--- config.mk ---
export PLATFORM = sky130hd
export DESIGN_NAME = conv3x3_serial_mac
export DESIGN_NICKNAME = d
export VERILOG_FILES = /design/src/rtl/conv3x3_serial_mac.sv
export SDC_FILE = /design/constraint.sdc
export NUM_CORES = 1
export LEC_CHECK = 0
export ABC_AREA = 1
export CORE_UTILIZATION = 50
export CTS_CLUSTER_DIAMETER = 50
export CTS_CLUSTER_SIZE = 10
export DETAILED_ROUTE_END_ITERATION = 16
export HOLD_SLACK_MARGIN = 0.12
export PLACE_DENSITY = 0.69
export SYNTH_ARGS = -nofsm -noshare
export SYNTH_HDL_FRONTEND = slang
export SYNTH_SLANG_ARGS = --single-unit
export TNS_END_PERCENT = 20
--- constraint.sdc ---
create_clock -name clk -period 12.35 [get_ports clk]
set_input_delay 1.8525 -clock clk [delete_from_list [all_inputs] [get_ports clk]]
set_output_delay 1.8525 -clock clk [all_outputs]
set_load 0.05 [all_outputs]
--- src/rtl/conv3x3_serial_mac.sv ---
// Serial 3x3 MAC: steps the tap select 0..8, accumulates pix*wgt onto a bias.
// Latency: start accepted at edge N, result valid after edge N+9.
// Backpressure: holds result and refuses new starts until res_ready.
module conv3x3_serial_mac #(
  parameter int BIT_DEPTH = 8,
  parameter int ACC_WIDTH = 20
) (
  input  logic                        clk,
  input  logic                        rst,
  input  logic                        start_valid,
  output logic                        start_ready,
  input  logic signed [ACC_WIDTH-1:0] bias_in,
  input  logic signed [BIT_DEPTH-1:0] pix_in,
  input  logic signed [BIT_DEPTH-1:0] wgt_in,
  output logic        [3:0]           sel,
  output logic                        busy,
  output logic signed [ACC_WIDTH-1:0] res_data,
  output logic                        res_valid,
  input  logic                        res_ready
);

  typedef enum logic [1:0] {IDLE, ACCUM, DONE} state_t;

  state_t                        state;
  logic signed [ACC_WIDTH-1:0]   acc;
  logic signed [2*BIT_DEPTH-1:0] prod;
  logic signed [ACC_WIDTH-1:0]   prod_ext;
  logic signed [ACC_WIDTH-1:0]   acc_next;

  // Both operands are signed, so the full-width product cannot overflow.
  assign prod     = pix_in * wgt_in;
  assign prod_ext = {{(ACC_WIDTH-2*BIT_DEPTH){prod[2*BIT_DEPTH-1]}}, prod};
  assign acc_next = acc + prod_ext;

  assign start_ready = (state == IDLE);
  assign busy        = (state == ACCUM);

  always_ff @(posedge clk or posedge rst) begin
    if (rst) begin
      state     <= IDLE;
      sel       <= '0;
      acc       <= '0;
      res_data  <= '0;
      res_valid <= 1'b0;
    end else begin
      case (state)
        IDLE: begin
          if (start_valid) begin
            acc   <= bias_in;
            sel   <= '0;
            state <= ACCUM;
          end
        end
        ACCUM: begin
          acc <= acc_next;
          if (sel == 4'd8) begin
            res_data  <= acc_next;
            res_valid <= 1'b1;
            sel       <= '0;
            state     <= DONE;
          end else begin
            sel <= sel + 4'd1;
          end
        end
        DONE: begin
          // Result stays frozen here; any start request waits for the handshake.
          if (res_ready) begin
            res_valid <= 1'b0;
            state     <= IDLE;
          end
        end
        default: state <= IDLE;
      endcase
    end
  end

endmodule

==> results.yml <==
timing:
  tightestPinTransition_ns: 1.01
  fin_setup_tns_ns: 0
  slew_violations: 0
  rsz0062_at_grt: "no"
  hold_ws_ns: 0.474
  fin_crit_ns: 6.92
  maxSlewHeadroom: 0.330
  skew_ns: 0.00856
  period_share: 0.560
  final_hold_viol_count: 0
  setup_violations: 0
  max_clock_freq_ghz: 0.145
placement:
  portBuffers: 66
  placedCellCount: 930
  gp_congestion: 0.868
  dpl.hpwl_um: 11100
yosys:
  synthTopCellsByArea: "fa_1 30%, dfrtp_1 20%, nand2_1 15%"
  netlist_instances: 747
  ys.warnings.count: 0
  synth_area_leader_cell: "fa_1"
  synth-main-ff-cell: "dfrtp_1"
  synth-compound-area-share: 0.0523
  synthSimpleGateAreaFrac: 0.213
  synth_top_area_share: 0.298
  syn_nets: 926
  synth_mux_area_frac: 0
  synth_cell_types: 35
  netlist_area_mm2: 0.00591
  synth-xor-area-share: 0.0104
  async_flop_share: 1.00
  ys_ff_latch: 47
  synthAdderAreaFrac: 0.406
  avgSynthCellArea_um2: 7.92
  synth_edf_count: 0
  ys_seq_area_frac: 0.199
  synth_top_family_by_area: "adder cells"
floorplanning:
  start_util: 0.516
  pin_count: 67
  die_y_um: 111
  die_w_um: 111
  rows: 39
  die_area_mm2: 0.0123
  fp.coreArea_mm2: 0.0115
run:
  cap_violations: 0
critical_path:
  path_common_cell: "nand2_1"
  startpoint_type: "input pin"
  cp_slowest_cell: "clkdlybuf4s50_1"
  worstSetupPathType: "input pin to register"
  worst_setup_path_end_kind: "register"
  crit_path_cell_trace: "clkdlybuf4s50_1 -> nand2_1 -> inv_1 -> fa_1 -> fa_1 -> fa_1 -> fa_1 -> ha_1 -> ha_1 -> nand2_2 -> inv_1 -> a21oi_2 -> nand2_2 -> nand2_2 -> nand2_2 -> nand2_1 -> inv_1 -> nor2_2 -> nand2_1 -> nand2_1 -> nand2_1"
  critPathTopFamily: "adder cells"
  required_ns: 12.53
  startpoint: "wgt_in[0]"
  path_buf_inv: 4
  arrival_ns: 7.10
  endpoint: "acc[13]"
  slowest_delay_ns: 0.65
  timing.rr.start: "acc[6]"
  regToRegSetupSlack_ns: 7.94
  worstSetupPathDepth: 21
  r2r-end: "acc[13]"
  rr_worst_depth: 21
  cp_max_fo: 12
detailed_routing:
  drt-total-wl_um: 13000
  viasPerCell: 5.02
  wl_per_cell_um: 13.9
  drtIter0Drc: 199
  ant_nets: 0
  num_vias: 4702
  drcViolationCount: 0
  drt-pass1-iter-count: 4
clocking:
  clkLatencyLatePin_ns: 0.29
  cts_buffers: 5
  post_cts_buffers: 0
  cts_tree: "done"
  clkTransAtPathRegs_ns: 0.06
  clockRootBuffer: "clkbuf_16"
  clockBufferDepth: 2
  clock_sinks: 47
  cts_hold_buf: 0
  h-tree-depth: 2
  postCtsResizedCells: 0
finish:
  nFillCells: 1089
  area_growth_pct: 14.7
  register_area_mm2: 0.00118
  fin_cells: 937
  antenna_cells: 0
  nNetsFinal: 973
  layout-drive-gt1-share: 0.0277
  multiInputGateArea_mm2: 0.00403
global_routing:
  antenna_found_initial: 0
  grtUsageTotal: 0.234
  grt_max_degree: 48
  grt_pass1_wl_um: 23400
  first_global_vias: 4971
  overflow: 0
run_status:
  status: "complete, no violations"
hold_path:
  hold_path.class: "register to register"
[cell usage after synthesis (all sizes together), types with 6 or more instances]
cell and n:
a31oi 6, fa 88, ha 51, o21ai 25
nand3 23, a21oi 17, dfrtp 47, nand2 233
inv 158, nor2 49, buf 9, clkbuf 17
[stage by stage]
| stage | area [um^2] | util | worst slack [ns] |
|---|---|---|---|
| after floorplan | 5910 | - | 6.14 |
| after global placement | 6640 | 0.579 | 5.24 |
| after detailed placement | 6640 | 0.579 | 5.14 |
| after CTS | 6790 | 0.592 | 5.43 |
| after global routing | 6790 | 0.592 | 5.07 |
| final | 6790 | 0.592 | 5.43 |
[worst min path at each step]
stage,endpoint,start,depth (start not counted)
2_1_floorplan,acc[19],acc[19],2
3_3_place_gp,res_data[1],res_data[1],2
3_5_place_dp,res_data[15],res_data[15],2
4_1_cts,res_data[0],res_data[0],2
5_1_grt,res_data[10],res_data[10],2
6_report,res_data[0],res_data[0],2
[placed cells by master (no fill, tap or decap), types with 6 or more instances in the layout]
master and instances:
dfrtp_1 47, a21oi_1 16, a31oi_1 6, inv_1 154, nand2_1 229, o21ai_0 20, nor2_1 45, ha_1 51
nand3_1 22, clkdlybuf4s50_1 66, fa_1 88
[final cells by class]
type | instances | area share
multi-input combinational | 515 | 0.594
sequential | 47 | 0.173
timing repair buffer | 66 | 0.0973
inverter | 159 | 0.0879
tap | 143 | 0.0264
clock buffer | 6 | 0.0205
clock inverter | 1 | 0.000737
[worst register-to-register path, delay by kind of cell (launching register included)]
family                   cells  cell delay [ns]
flip-flops                   1             0.32
buffers and inverters        4             0.24
AND/OR/NAND/NOR             11             0.99
adder cells (fa/ha/maj)      6             2.74
[metal layers]
| layer | global-route usage | up-vias | wire length (um) |
|---|---|---|---|
| met1 | 0.322 | 2289 | 5900 |
| met5 | 0 | - | 0 |
| met2 | 0.399 | 88 | 6510 |
| met3 | 0.0323 | 12 | 415 |
| met4 | 0.0436 | 0 | 150 |
| li1 | - | 2313 | - |
[logic make-up after synthesis]
kind of cell    after synthesis
compound gates               56
flops                        47
xor+xnor                      7
fa+ha+maj                   139
buf+inv                     185
simple gates                313
[state kept, by name, summed over array words and instances, names as in the netlist]
register   cells
res_valid      1
res_data      20
sel            4
state          2
acc           20
Power is not shown: default switching activity piles up to over one toggle a cycle in this logic, so the estimate is an artifact.
